File: config.mk
export PLATFORM = sky130hd
export DESIGN_NAME = piezo_tone
export DESIGN_NICKNAME = d
export VERILOG_FILES = /design/src/rtl/piezo_pkg.sv /design/src/rtl/piezo_tone.sv
export SDC_FILE = /design/constraint.sdc
export NUM_CORES = 1
export LEC_CHECK = 0
export BUFFER_PORTS_ARGS = -buffer_cell sky130_fd_sc_hd__buf_4
export CELL_PAD_IN_SITES_DETAIL_PLACEMENT = 0
export CELL_PAD_IN_SITES_GLOBAL_PLACEMENT = 2
export CORE_UTILIZATION = 30
export DETAILED_ROUTE_END_ITERATION = 8
export PLACE_DENSITY_LB_ADDON = 0.2
export SYNTH_ARGS = -nofsm -noshare
export SYNTH_HDL_FRONTEND = slang
export SYNTH_SLANG_ARGS = --single-unit
File: constraint.sdc
create_clock -name clk -period 3.8 [get_ports clk]
set_clock_uncertainty 0.1 [all_clocks]
set_input_delay 0.76 -clock clk [delete_from_list [all_inputs] [get_ports clk]]
set_output_delay 0.76 -clock clk [all_outputs]
set_load 0.03 [all_outputs]
File: src/rtl/piezo_pkg.sv
// Shared types and constants for the piezo tone player and the tune sequencers feeding it.
package piezo_pkg;

    typedef enum logic {
        IDLE = 1'b0,
        PLAY = 1'b1
    } state_t;

    localparam int STEP_FAST = 16;
    localparam int STEP_SLOW = 1;
    localparam int DEF_PER_W = 16;
    localparam int DEF_DUR_W = 25;

endpackage

File: src/rtl/piezo_tone.sv
// Single-note square-wave player for the differential piezo pair; accepts one
// note (half-period, duration) per handshake and plays it back-to-back with the next.
module piezo_tone
    import piezo_pkg::*;
#(
    parameter bit FAST_SIM = 1'b1,
    parameter int PER_W    = DEF_PER_W,
    parameter int DUR_W    = DEF_DUR_W
) (
    input  logic             clk,
    input  logic             rst_n,
    input  logic             note_vld,
    input  logic [PER_W-1:0] half_per,
    input  logic [DUR_W-1:0] dur,
    output logic             rdy,
    output logic             done,
    output logic             piezo,
    output logic             piezo_n
);

    localparam logic [DUR_W-1:0] STEP = FAST_SIM ? DUR_W'(STEP_FAST) : DUR_W'(STEP_SLOW);

    state_t           state_r;
    logic [DUR_W-1:0] dur_cnt_r;
    logic [PER_W-1:0] per_cnt_r;
    logic [PER_W-1:0] half_per_r;
    logic             piezo_r;
    logic             piezo_n_r;

    logic             last_s;
    logic             rdy_s;
    logic             accept_s;
    logic [DUR_W-1:0] dur_load_s;

    // Handshake decode: the final cycle of a note is already able to take the next one.
    always_comb begin
        last_s   = (state_r == PLAY) && (dur_cnt_r <= STEP);
        rdy_s    = (state_r == IDLE) || last_s;
        accept_s = note_vld && rdy_s;
        if (dur == {DUR_W{1'b0}}) begin
            dur_load_s = DUR_W'(1);
        end else begin
            dur_load_s = dur;
        end
    end

    // Note FSM with duration/half-period counters and the buzzer drive flops.
    always_ff @(posedge clk or negedge rst_n) begin
        if (!rst_n) begin
            state_r    <= IDLE;
            dur_cnt_r  <= {DUR_W{1'b0}};
            per_cnt_r  <= {PER_W{1'b0}};
            half_per_r <= {PER_W{1'b0}};
            piezo_r    <= 1'b0;
            piezo_n_r  <= 1'b0;
        end else if (accept_s) begin
            // A rest keeps both legs low so no DC sits across the buzzer.
            state_r    <= PLAY;
            dur_cnt_r  <= dur_load_s;
            per_cnt_r  <= PER_W'(1);
            half_per_r <= half_per;
            piezo_r    <= (half_per != {PER_W{1'b0}});
            piezo_n_r  <= 1'b0;
        end else begin
            case (state_r)
                PLAY: begin
                    if (last_s) begin
                        state_r   <= IDLE;
                        piezo_r   <= 1'b0;
                        piezo_n_r <= 1'b0;
                    end else begin
                        dur_cnt_r <= dur_cnt_r - STEP;
                        if ((half_per_r != {PER_W{1'b0}}) && (per_cnt_r == half_per_r)) begin
                            piezo_r   <= ~piezo_r;
                            piezo_n_r <= piezo_r;
                            per_cnt_r <= PER_W'(1);
                        end else begin
                            per_cnt_r <= per_cnt_r + PER_W'(1);
                        end
                    end
                end
                IDLE: begin
                    piezo_r   <= 1'b0;
                    piezo_n_r <= 1'b0;
                end
                default: begin
                    state_r   <= IDLE;
                    piezo_r   <= 1'b0;
                    piezo_n_r <= 1'b0;
                end
            endcase
        end
    end

    assign rdy     = rdy_s;
    assign done    = last_s;
    assign piezo   = piezo_r;
    assign piezo_n = piezo_n_r;

endmodule

==> flow_summary.ini <==
[status]
status = finished, final reports clean

[place]
gp_congestion = 0.781
placed_cells = 523
dp_hpwl_um = 6610
io_buffers = 47
dp_slack_ps = 1010
post_dp_cell_area_um2 = 3930

[setup_path]
cp-start-kind = flip-flop
cp.required_ps = 2940
path_delay_family = simple AND/OR/NAND/NOR gates
critical-path-max-stage-delay_ps = 470
crit_path_top_delay_cell = nor4_2
endpoint_kind = output port
worst_ep_arrival_time_ps = 2280
worst-path-max-fanout = 12
crit_type = reg -> out
cp_cell_sequence = nor4_2, nand3_2, nor2_2, nor2_2, inv_1, buf_4, buf_4
crit_buf_inv = 3

[synth]
syn_inst = 349
synth_fp_nets = 396
synth_adder_area_share_pct = 1.09
avgSynthCellArea_um2 = 9.88
synth_top_family_by_area = simple AND/OR/NAND/NOR gates
ys_ff_latch = 60
ys.flop_type = dfrtp_1
yosys.area.top_type = dfrtp_1
synth_xor_area_share_pct = 4.83
post_synth_instance_area_um2 = 3450
synth.top_cell.area_share_pct = 43.5
synth-compound-area-share_pct = 17.5
synthMuxAreaShare_pct = 7.37
synth.distinct_cells = 58
synth.area.top_cells = dfrtp_1, mux2_2, nor4_1, nor2_1, a21oi_1
synth_edf_count = 0
ys_seq_area_share_pct = 43.5
async_flop_share_pct = 100
synth-simple-area-share_pct = 21.8
yosys_warnings = 0

[clock_tree]
insertion_delay_ps = 330
clock-sinks = 60
clk_pin_slew_ps = 50
clk_path_buf_depth = 2
cts_resized = 0
cts_tree = done
cts.htree.levels = 3
post_cts_buffers = 0
cts_buffers = 9
root_buffer = clkbuf_16
postCtsHoldBufs = 0

[sta]
worst_pin_slew_ps = 833
grt_setup_unrepaired = no
setup_viol_count_final = 0
fin_ws_ps = 657
max_freq_mhz = 318
fin_crit_ps = 3140
setup_tns_ps = 0
max_slew_margin_pct = 44.4
post-route-period-util_pct = 82.7
hold_viol = 0
slew_viol_final = 0

[floorplanning]
pin_count = 48
initial_utilization_pct = 31.3
core_area_um2 = 11000
die_x_um = 109
dieHeight_um = 109
rows = 38
fp.dieArea_um2 = 11900

[finish]
fin_area_um2 = 4220
layout-drive-gt1-share_pct = 27.8
antenna_cells = 0
nNetsFinal = 441
layout.cells.non_filler = 539
area_growth_pct = 22.4

[power]
worst_ir_drop_vdd_uv = 228
power.density_nw_per_um2 = 520
p_leak_nw = 1.78
power_mw = 2.20

[global_route]
grt-ovfl-total = 0
grt_start_max_net_pins = 61
gr-usage-all-layers_pct = 17.0
antenna_found_initial = 0
grt_pass1_wl_um = 15300
first_global_vias = 2882

[route]
vias_per_cell = 5.43
route.detailed.drc = 0
wl_met3_um = 309
wl_met2_um = 4600
antenna_left = 0
drt_iter0_drc = 109
drtPass1Iterations = 4
wl_per_cell_um = 17.5
met1Wirelength_um = 4390
wl_um = 9420
highest_layer = met4
dr_total_vias = 2929

[run]
cap_violations = 0

[hold_path]
hold_class = in -> async
-- stage by stage --
step | hold WS, ps | utilization, %
2_1_floorplan | 350 | -
3_3_place_gp | 388 | 35.6
3_5_place_dp | 389 | 35.6
4_1_cts | 397 | 38.3
5_1_grt | 416 | 38.3
6_report | 397 | 38.3
-- routing by layer --
layer,up-vias,global-route usage [%]
met5,-,0
met4,0,5.43
met3,10,3.65
met2,63,28.5
met1,1432,21.7
li1,1424,-
-- cells in the final DEF, fill, tap and decap left out, drive strengths merged, types with 2 or more instances in the layout --
cell      count
a21oi        21
a22o          5
a311oi        6
a31o          4
a31oi         6
and2          3
and3          4
buf          52
clkbuf       10
clkinvlp      4
dfrtp        60
ha            3
inv           9
mux2         19
mux2i         4
nand2        22
nand2b        4
nand3        18
nand4        15
nor2         30
nor3         10
nor4         20
o211ai        2
o21a          4
o21ai        12
o221a         9
o22ai         3
o311ai        4
or4           2
xnor2        10
xor2          9
-- kinds of logic (layout without fill, tap and decap cells) --
group,after synthesis,in the layout
flops,60,60
simple gates,135,135
fa+ha+maj,3,3
xor+xnor,19,19
mux,23,23
compound gates,82,82
buf+inv,27,77
-- power by group --
| part | switching (mW) | internal, mW | total [mW] |
|---|---|---|---|
| clock network | 0.296 | 0.506 | 0.802 |
| registers | 0.213 | 0.777 | 0.989 |
| logic | 0.178 | 0.227 | 0.405 |
| total | 0.687 | 1.51 | 2.20 |
-- cell type report --
type                            instances  area [um2]
Sequential cell                        60        1500
Clock inverter                          6        65.1
Tap cell                              140         175
Timing Repair Buffer                   52         390
Inverter                                9        33.8
Clock buffer                           10         229
Fill cell                            1128        6810
Multi-Input combinational cell        262        1830
-- sequential cells by signal (all words and copies together), names as in the netlist --
name        cells
piezo           1
piezo_n         1
half_per_r     16
state_r         1
dur_cnt_r      25
per_cnt_r      16
-- cell usage after synthesis, types with 2 or more instances --
master	n
a21oi_1	20
a22o_1	5
a311oi_1	6
a31o_2	4
a31oi_1	6
and3_1	4
buf_2	5
buf_4	5
clkbuf_1	7
dfrtp_1	60
ha_1	3
inv_1	8
mux2_2	19
mux2i_1	4
nand2_1	22
nand2b_1	4
nand3_1	16
nand3_2	2
nand4_1	13
nand4_2	2
nor2_1	29
nor3_1	10
nor4_1	18
nor4_2	2
o211ai_1	2
o21a_1	3
o21ai_0	7
o21ai_1	4
o221a_1	6
o221a_2	3
o22ai_1	3
o311ai_0	2
o311ai_1	2
or4_1	2
xnor2_1	10
xor2_1	9
-- final timing paths --
check	from	slack, ps	depth (start not counted)	endpoint
worst max-delay path	dur_cnt_r[4]$_DFFE_PN0P_	660	7	rdy
min in group clk	dur_cnt_r[24]$_DFFE_PN0P_	400	1	dur_cnt_r[24]$_DFFE_PN0P_
worst min register to register	dur_cnt_r[24]$_DFFE_PN0P_	400	1	dur_cnt_r[24]$_DFFE_PN0P_
worst max register to register	dur_cnt_r[4]$_DFFE_PN0P_	1120	7	per_cnt_r[10]$_DFFE_PN0P_
max in group asynchronous	rst_n	2610	1	half_per_r[5]$_DFFE_PN0P_
worst min-delay path	rst_n	400	1	dur_cnt_r[23]$_DFFE_PN0P_
Note: power is estimated with default switching activity, not from simulation.
